===== src/rtl/spi_pkg.sv =====
// Shared SPI definitions: data width limit, receive read-FSM states and
// the GPMC register map for the receive FIFO.
package spi_pkg;

    localparam int MAX_DATA_WIDTH = 32;

    typedef enum logic {
        IDLE = 1'b0,
        HELD = 1'b1
    } rx_rd_state_t;

    // GPMC byte offsets of the receive-FIFO registers
    localparam logic [7:0] RXF_REG_DATA_HI = 8'h20;
    localparam logic [7:0] RXF_REG_DATA_LO = 8'h22;
    localparam logic [7:0] RXF_REG_STATUS  = 8'h24;
    localparam logic [7:0] RXF_REG_CONTROL = 8'h26;

endpackage


===== src/rtl/spi_rx_fifo.sv =====
// Receive-side FIFO between the SPI master core and the GPMC register file.
// Captures each completed SPI word on a rising edge of new_data and returns
// buffered words as a coherent high-half / low-half read pair.
module spi_rx_fifo
    import spi_pkg::*;
#(
    parameter int DATA_WIDTH = MAX_DATA_WIDTH,
    parameter int BUS_WIDTH  = 16,
    parameter int DEPTH      = 16
) (
    input  logic                         clk,
    input  logic                         rst_n,
    input  logic                         new_data,
    input  logic [DATA_WIDTH-1:0]        rx_data,
    input  logic                         rd_hi,
    input  logic                         rd_lo,
    input  logic                         clr,
    output logic [BUS_WIDTH-1:0]         rd_data,
    output logic                         empty,
    output logic                         full,
    output logic                         overflow,
    output logic [$clog2(DEPTH):0]       level
);

    localparam int PTR_W = $clog2(DEPTH);
    localparam int LVL_W = PTR_W + 1;

    logic [DATA_WIDTH-1:0] mem [DEPTH];
    logic [DATA_WIDTH-1:0] head;
    logic [DATA_WIDTH-1:0] hold;
    logic [PTR_W-1:0]      wr_ptr;
    logic [PTR_W-1:0]      rd_ptr;
    logic [LVL_W-1:0]      level_nxt;
    logic                  new_data_q;
    logic                  push;
    logic                  pop;
    logic                  accept;
    logic                  drop;
    rx_rd_state_t          state;

    // Push/pop decisions; a full FIFO still accepts a word when a pop frees a slot
    always_comb begin
        head      = mem[rd_ptr];
        push      = new_data & ~new_data_q;
        pop       = rd_hi & (state == IDLE) & ~empty;
        accept    = push & (~full | pop);
        drop      = push & full & ~pop;
        level_nxt = level;
        if (accept && !pop) begin
            level_nxt = level + LVL_W'(1);
        end else if (!accept && pop) begin
            level_nxt = level - LVL_W'(1);
        end
    end

    // Rising-edge detector; starts high so a word pending at reset release is ignored
    always_ff @(posedge clk or negedge rst_n) begin
        if (!rst_n) begin
            new_data_q <= 1'b1;
        end else begin
            new_data_q <= new_data;
        end
    end

    // Word storage, no reset so it can map onto block RAM
    always_ff @(posedge clk) begin
        if (!clr && accept) begin
            mem[wr_ptr] <= rx_data;
        end
    end

    // Pointers, level counter and registered status flags
    always_ff @(posedge clk or negedge rst_n) begin
        if (!rst_n) begin
            wr_ptr   <= '0;
            rd_ptr   <= '0;
            level    <= '0;
            empty    <= 1'b1;
            full     <= 1'b0;
            overflow <= 1'b0;
        end else if (clr) begin
            wr_ptr   <= '0;
            rd_ptr   <= '0;
            level    <= '0;
            empty    <= 1'b1;
            full     <= 1'b0;
            overflow <= 1'b0;
        end else begin
            if (accept) begin
                wr_ptr <= wr_ptr + PTR_W'(1);
            end
            if (pop) begin
                rd_ptr <= rd_ptr + PTR_W'(1);
            end
            if (drop) begin
                overflow <= 1'b1;
            end
            level <= level_nxt;
            empty <= (level_nxt == '0);
            full  <= (level_nxt == LVL_W'(DEPTH));
        end
    end

    // Read FSM: rd_hi pops into hold, rd_lo returns the other half; rd_hi wins if both
    always_ff @(posedge clk or negedge rst_n) begin
        if (!rst_n) begin
            state   <= IDLE;
            hold    <= '0;
            rd_data <= '0;
        end else if (clr) begin
            state   <= IDLE;
            rd_data <= '0;
        end else begin
            case (state)
                IDLE: begin
                    if (rd_hi) begin
                        if (!empty) begin
                            hold    <= head;
                            rd_data <= head[DATA_WIDTH-1 -: BUS_WIDTH];
                            state   <= HELD;
                        end else begin
                            rd_data <= '0;
                        end
                    end else if (rd_lo) begin
                        rd_data <= '0;
                    end
                end
                HELD: begin
                    if (rd_hi) begin
                        rd_data <= hold[DATA_WIDTH-1 -: BUS_WIDTH];
                    end else if (rd_lo) begin
                        rd_data <= hold[BUS_WIDTH-1:0];
                        state   <= IDLE;
                    end
                end
                default: state <= IDLE;
            endcase
        end
    end

endmodule


===== config.mk =====
export PLATFORM = sky130hd
export DESIGN_NAME = spi_rx_fifo
export DESIGN_NICKNAME = d
export VERILOG_FILES = /design/src/rtl/spi_pkg.sv /design/src/rtl/spi_rx_fifo.sv
export SDC_FILE = /design/constraint.sdc
export NUM_CORES = 1
export LEC_CHECK = 0
export CORE_MARGIN = 2
export CORE_UTILIZATION = 27
export CTS_CLUSTER_SIZE = 12
export DETAILED_ROUTE_END_ITERATION = 8
export GPL_ROUTABILITY_DRIVEN = 0
export GPL_TIMING_DRIVEN = 0
export SETUP_SLACK_MARGIN = 0.05
export SLEW_MARGIN = 40
export SYNTH_ARGS = -nofsm -noshare
export SYNTH_HDL_FRONTEND = slang
export SYNTH_SLANG_ARGS = --single-unit

===== constraint.sdc =====
create_clock -name clk -period 3 [get_ports clk]
set_input_delay 0.6 -clock clk [delete_from_list [all_inputs] [get_ports clk]]
set_output_delay 0.6 -clock clk [all_outputs]
set_load 0.03 [all_outputs]

==> metrics.txt, run 1 <==
Critical Path Fanout Max=13; vias=11200; clock latency on the worst-skew pair=620 ps; Post-Synthesis Cells=1038; Post-route DRC=0; Ys Warns=0; vias in the first global route=11600; DRT antenna net count=0; delay-heaviest family, CP=simple AND/OR/NAND/NOR gates; Min Clock Period, post-route=2850 ps; Critical Path, Cell by Cell=clkdlybuf4s50_1 > or3b_1 > a21oi_2 > nand2_1 > nor2_4 > buf_8; WL per Instance=23.6 microns; syn nets=1083; Max-Cap Viols=0; P_int=14.1 mW; Largest stage delay, worst path=570 ps; fin worst setup slack=153 ps; largest net degree at the start of global routing=46; CTS tree=done; H-tree depth=2; Longest Clk Path Bufs=3; vias per cell=4.83; Clock transition at path regs=60 ps; Worst Tran Pin Value=879 ps; sw frac=23.5%; Area Growth Syn to Fin=21.0%; global-route congestion overflow total=0; CP Capture Type=flop; overall routing resource usage=12.9%; worst hold path type=in2async; Switch Pwr=4.33 mW; CTS root buffer=clkbuf_16; sequential power share=50.6%; Critical Path Start Type=input pin; dpl ws=-601 ps; Final Max Slew Viols=0; Post-synth EDFFs=512; total die area=84300 sq um; CTS Buf Count=59; mapped cell area=22100 sq um; Final Cycle Share=94.9%; initial drt markers=1010; clock power share=37.1%; Req. time, crit path=3310 ps; Crit-path slowest cell=clkdlybuf4s50_1; core area=81600 sq um; leak pwr=8.51 nW; fraction of registers with async set/reset=11.4%; # diodes=0; Final nets=1245; first-pass GRT wire length=80000 microns; num ports=62; flops & latches, synth=578; Critical R2R Launch=rd_ptr[2]$_DFFE_PN0P_; PD cells=688 nW/um^2; number of setup violations in the final report=0; DRT Pass-1 Iters=5; Crit path buffers/inverters=2; die width=290 microns; drt total wl=54500 microns; initial antenna violation count=3; synth unique cells=53; Top FF cell, synth=edfxtp_1; CP arrival=3160 ps; setup tns final=0 ps; worst setup path start=rd_hi; FP Rows=105; worst slew slack as a fraction of its limit=41.4%; Crit Path Class=in2reg; RSZ-0062 raised after global routing=false; CTS sink count=578; sequential share of the synthesized area=76.9%; status=completed; Comb pwr share=12.3%; Fin. Hold Viols=0; fmax=351 MHz; IO buf count=61; Initial Utilization=27.1%; syn_area_per_cell=21.3 sq um; clock skew=20.3 ps; Die Ht=290 microns; share of cells above drive strength 1=24.5%; DP HPWL=37100 microns; worst vdd ir=0.000383 V
-- final timing paths --
check	end	slack, ps	depth (start not counted)
hold reg to reg	hold[16]$_DFFE_PN0P_	470	1
setup reg to reg	hold[11]$_DFFE_PN0P_	160	7
setup / recovery	mem[7][18]$_DFFE_PP_	150	6
max in group asynchronous	hold[1]$_DFFE_PN0P_	2000	3
min in group clk	new_data_q$_DFF_PN1_	420	1
hold / removal	level[0]$_DFF_PN0_	420	2
-- cell type report --
cell class,instances,area [sq um]
buffer,62,359
clock buffer,91,1640
clock inverter,13,134
fill,7632,54800
inverter,5,18.8
multi-input combinational,393,4870
sequential,578,17000
tap,1070,1340
timing repair buffer,101,1390
-- metrics by stage --
stage / instance area [sq um] / hold WS, ps / instances / total power [mW] / utilization, %
global route: 26800 / 404 / 2313 / 19.1 / 32.8
detailed placement: 25000 / 464 / 2206 / 11.8 / 30.6
global placement: 24100 / 456 / 2169 / 11.7 / 29.5
CTS: 26800 / 392 / 2312 / 18.6 / 32.8
finish: 26800 / 421 / 2313 / 18.4 / 32.8
floorplan: 22100 / 304 / 1038 / 10.9 / -
-- per-layer routing --
layer	GRT usage, %	vias up	wire (microns)	part of all wire, %
li1	-	4670	-	-
met5	0	-	42	0.077
met3	3.18	80	4180	7.7
met1	18.4	6023	24400	45
met4	2.86	6	958	1.8
met2	19.8	400	24900	46
-- power by group through the flow --
stage / clock [mW] / combinational (mW) / sequential, mW
floorplan: 0 / 1.46 / 9.48
global placement: 0 / 2.21 / 9.46
detailed placement: 0 / 2.29 / 9.48
CTS: 6.97 / 2.30 / 9.31
global route: 7.29 / 2.46 / 9.35
finish: 6.83 / 2.27 / 9.32
-- state kept, by name, indices dropped and copies added, names as in the netlist, 4 cells and up --
name / cells
rd_data: 16
rd_ptr: 4
level: 5
wr_ptr: 4
mem: 512
hold: 32
-- cell usage after synthesis, drive strengths merged, types with 7 or more instances --
library cell / instances / area share [%]
dfrtp: 64 / 7.2
mux2: 16 / 0.81
edfxtp: 512 / 69
nor2: 35 / 0.59
ha: 7 / 0.40
mux4: 128 / 13
a221o: 16 / 0.72
a22oi: 32 / 1.1
a22o: 16 / 0.63
a21o: 16 / 0.54
nand2: 25 / 0.42
clkbuf: 32 / 0.54
o21ai: 19 / 0.43
a21oi: 22 / 0.51
a221oi: 17 / 0.67
buf: 30 / 1.0
-- kinds of logic (layout without fill, tap and decap cells) --
logic type	Yosys count	count (layout)	share of synthesized area, %
DFF	578	578	76.9
buffers and inverters	67	272	1.67
adders and majority gates	7	7	0.396
and+or+nand+nor	88	88	1.86
AOI/OAI and AO/OA	145	145	4.92
muxes	145	145	13.9
xor gates and xnor gates	8	8	0.317
-- what timing repair did --
action / CTS / global route
setup buffers: 1 / 1
setup endpoints to repair: 12 / 27
pin swaps: 1 / 2
gates resized for setup: 1 / 4
endpoints found under the hold margin: 19 / 0
hold buffers: 1 / 0
-- cell usage in the layout, fill, tap and decap left out, types with 21 or more instances in the layout --
cell type | Yosys | layout
clkbuf_1 | 32 | 53
clkdlybuf4s50_1 | 0 | 60
mux4_2 | 126 | 126
edfxtp_1 | 512 | 512
a21oi_1 | 21 | 21
dfrtp_1 | 64 | 64
clkbuf_16 | 0 | 59
nand2_1 | 25 | 25
buf_8 | 2 | 22
a22oi_1 | 30 | 30
No activity file was read; power rests on OpenSTA's default activity.
==> inputs of run 2 (changes only) <==
--- a/config.mk
+++ b/config.mk
@@ -12,6 +12,7 @@
 export GPL_ROUTABILITY_DRIVEN = 0
 export GPL_TIMING_DRIVEN = 0
 export SETUP_SLACK_MARGIN = 0.05
+export SKIP_LAST_GASP = 1
 export SLEW_MARGIN = 40
 export SYNTH_ARGS = -nofsm -noshare
 export SYNTH_HDL_FRONTEND = slang
==> constraint.sdc (replaced) <==
create_clock -name clk -period 3.5 [get_ports clk]
set_input_delay 0.7 -clock clk [delete_from_list [all_inputs] [get_ports clk]]
set_output_delay 0.7 -clock clk [all_outputs]
set_load 0.03 [all_outputs]
==> metrics.txt, run 2 (synthesis gave the netlist of run 1 again) <==
Post-route DRC=0; CTS Buf Count=56; global-route congestion overflow total=0; CTS sink count=578; Final Max Slew Viols=0; H-tree depth=2; largest net degree at the start of global routing=44; Fillers=7595; placed cell area=25100 sq um; vias in the first global route=11500; Post-Layout Cell Count=2316; worst vdd ir=0.000375 V; WL per Instance=23.5 microns; fmax=321 MHz; # diodes=0; status=completed; Multi-input gate area=4870 sq um; vias per cell=4.80; drt total wl=54500 microns; Register Area=17000 sq um; PD cells=580 nW/um^2; CTS root buffer=clkbuf_16; placed cells=2209; clock skew=23.0 ps; grt met3 use=2.68%; commonest cells after routing, fill and taps aside=edfxtp_1, mux4_2, dfrtp_1, clkbuf_1, clkdlybuf4s50_1; Min Clock Period, post-route=3120 ps; Die Ht=290 microns; leading cell type in the layout, fill and taps excluded=edfxtp_1; Critical Path Fanout Max=13; top flop regs=mem x512, hold x32, rd_data x16; CP Capture Type=flop; Critical Path, Cell by Cell=clkdlybuf4s50_1 > or3b_1 > a21oi_2 > nand2_1 > nor2_4 > buf_16 > buf_16; core area=81600 sq um; initial drt markers=1135; DRT Pass-1 Iters=5; total die area=84300 sq um; leak pwr=8.53 nW; Crit-path slowest cell=nor2_4; first-pass GRT wire length=79500 microns; Finished Core Util=32.9%; Area Growth Syn to Fin=21.3%; CTS tree=done; IO buf count=61; worst slew slack as a fraction of its limit=42.6%; FF-to-FF path depth=7; max reg flops=512; PnR Total Power=15.6 mW; DRT antenna net count=0; FP Rows=105; clock latency on the worst-skew pair=620 ps; hold path cells=1; vias=11100; num ports=62; Critical Path Start Type=input pin; met1 usage=18.0%; Initial Utilization=27.1%; number of setup violations in the final report=0; Max-Cap Viols=0; Final Cycle Share=89.0%; die width=290 microns; GR peak layer=met2; setup tns final=0 ps; Fin. Hold Viols=0; Largest Register=mem; Largest stage delay, worst path=580 ps; met2 usage=20.3%; DP HPWL=37200 microns; share of cells above drive strength 1=24.2%; Clock transition at path regs=60 ps; Longest Clk Path Bufs=3; Req. time, crit path=3810 ps; Final nets=1243; initial antenna violation count=4; Worst Tran Pin Value=857 ps; worst hold path type=reg2reg; final instance area=26800 sq um; RSZ-0062 raised after global routing=false; overall routing resource usage=12.9%; cell mode on critical path=buf_16; Crit Path Class=in2reg; CP arrival=3430 ps
## run 2: through the flow
step | worst slack, ps | hold slack (ps)
5_1_grt | 213 | 493
2_1_floorplan | 173 | 404
3_3_place_gp | -2530 | 455
4_1_cts | 354 | 477
3_5_place_dp | -257 | 463
6_report | 384 | 477
## run 2: timing repair
item	4_1_cts	5_1_grt
hold endpoints to repair	21	0
buffers inserted	0	0
hold buffers	1	0
gates resized for setup	0	0
## run 2: area by class of cell
cell class / count / share of cell area, %
Multi-Input combinational cell: 393 / 18.1
Buffer: 62 / 1.33
Tap cell: 1070 / 4.99
Inverter: 5 / 0.0699
Timing Repair Buffer: 102 / 5.71
Clock inverter: 6 / 0.149
Sequential cell: 578 / 63.4
Clock buffer: 100 / 6.18
## run 2: per-layer routing
layer / share of wire, % / vias to the layer above
met5: 0.068 / -
met4: 2.1 / 6
met3: 6.8 / 94
met2: 47 / 398
met1: 44 / 5952
li1: - / 4663
## run 2: final timing paths
path,slack (ps),start,endpoint
hold reg to reg,480,hold[21]$_DFFE_PN0P_,hold[21]$_DFFE_PN0P_
setup / recovery,380,rd_hi,mem[12][22]$_DFFE_PP_
hold / removal,480,hold[21]$_DFFE_PN0P_,hold[21]$_DFFE_PN0P_
max in group asynchronous,2400,rst_n,hold[21]$_DFFE_PN0P_
setup reg to reg,490,rd_ptr[1]$_DFFE_PN0P_,rd_data[13]$_DFFE_PN0P_
min in group asynchronous,550,rst_n,level[2]$_DFF_PN0_
## run 2: report_power, final
group / switching (mW) / internal, mW
Sequential: 0.200 / 7.78
Combinational: 0.991 / 0.948
Clock: 2.45 / 3.19
## run 2: worst max-delay path: cells and delay by family
family	cells	cell delay (ps)
AOI/OAI and AO/OA	1	400
and+or+nand+nor	3	1340
buffers and inverters	3	960
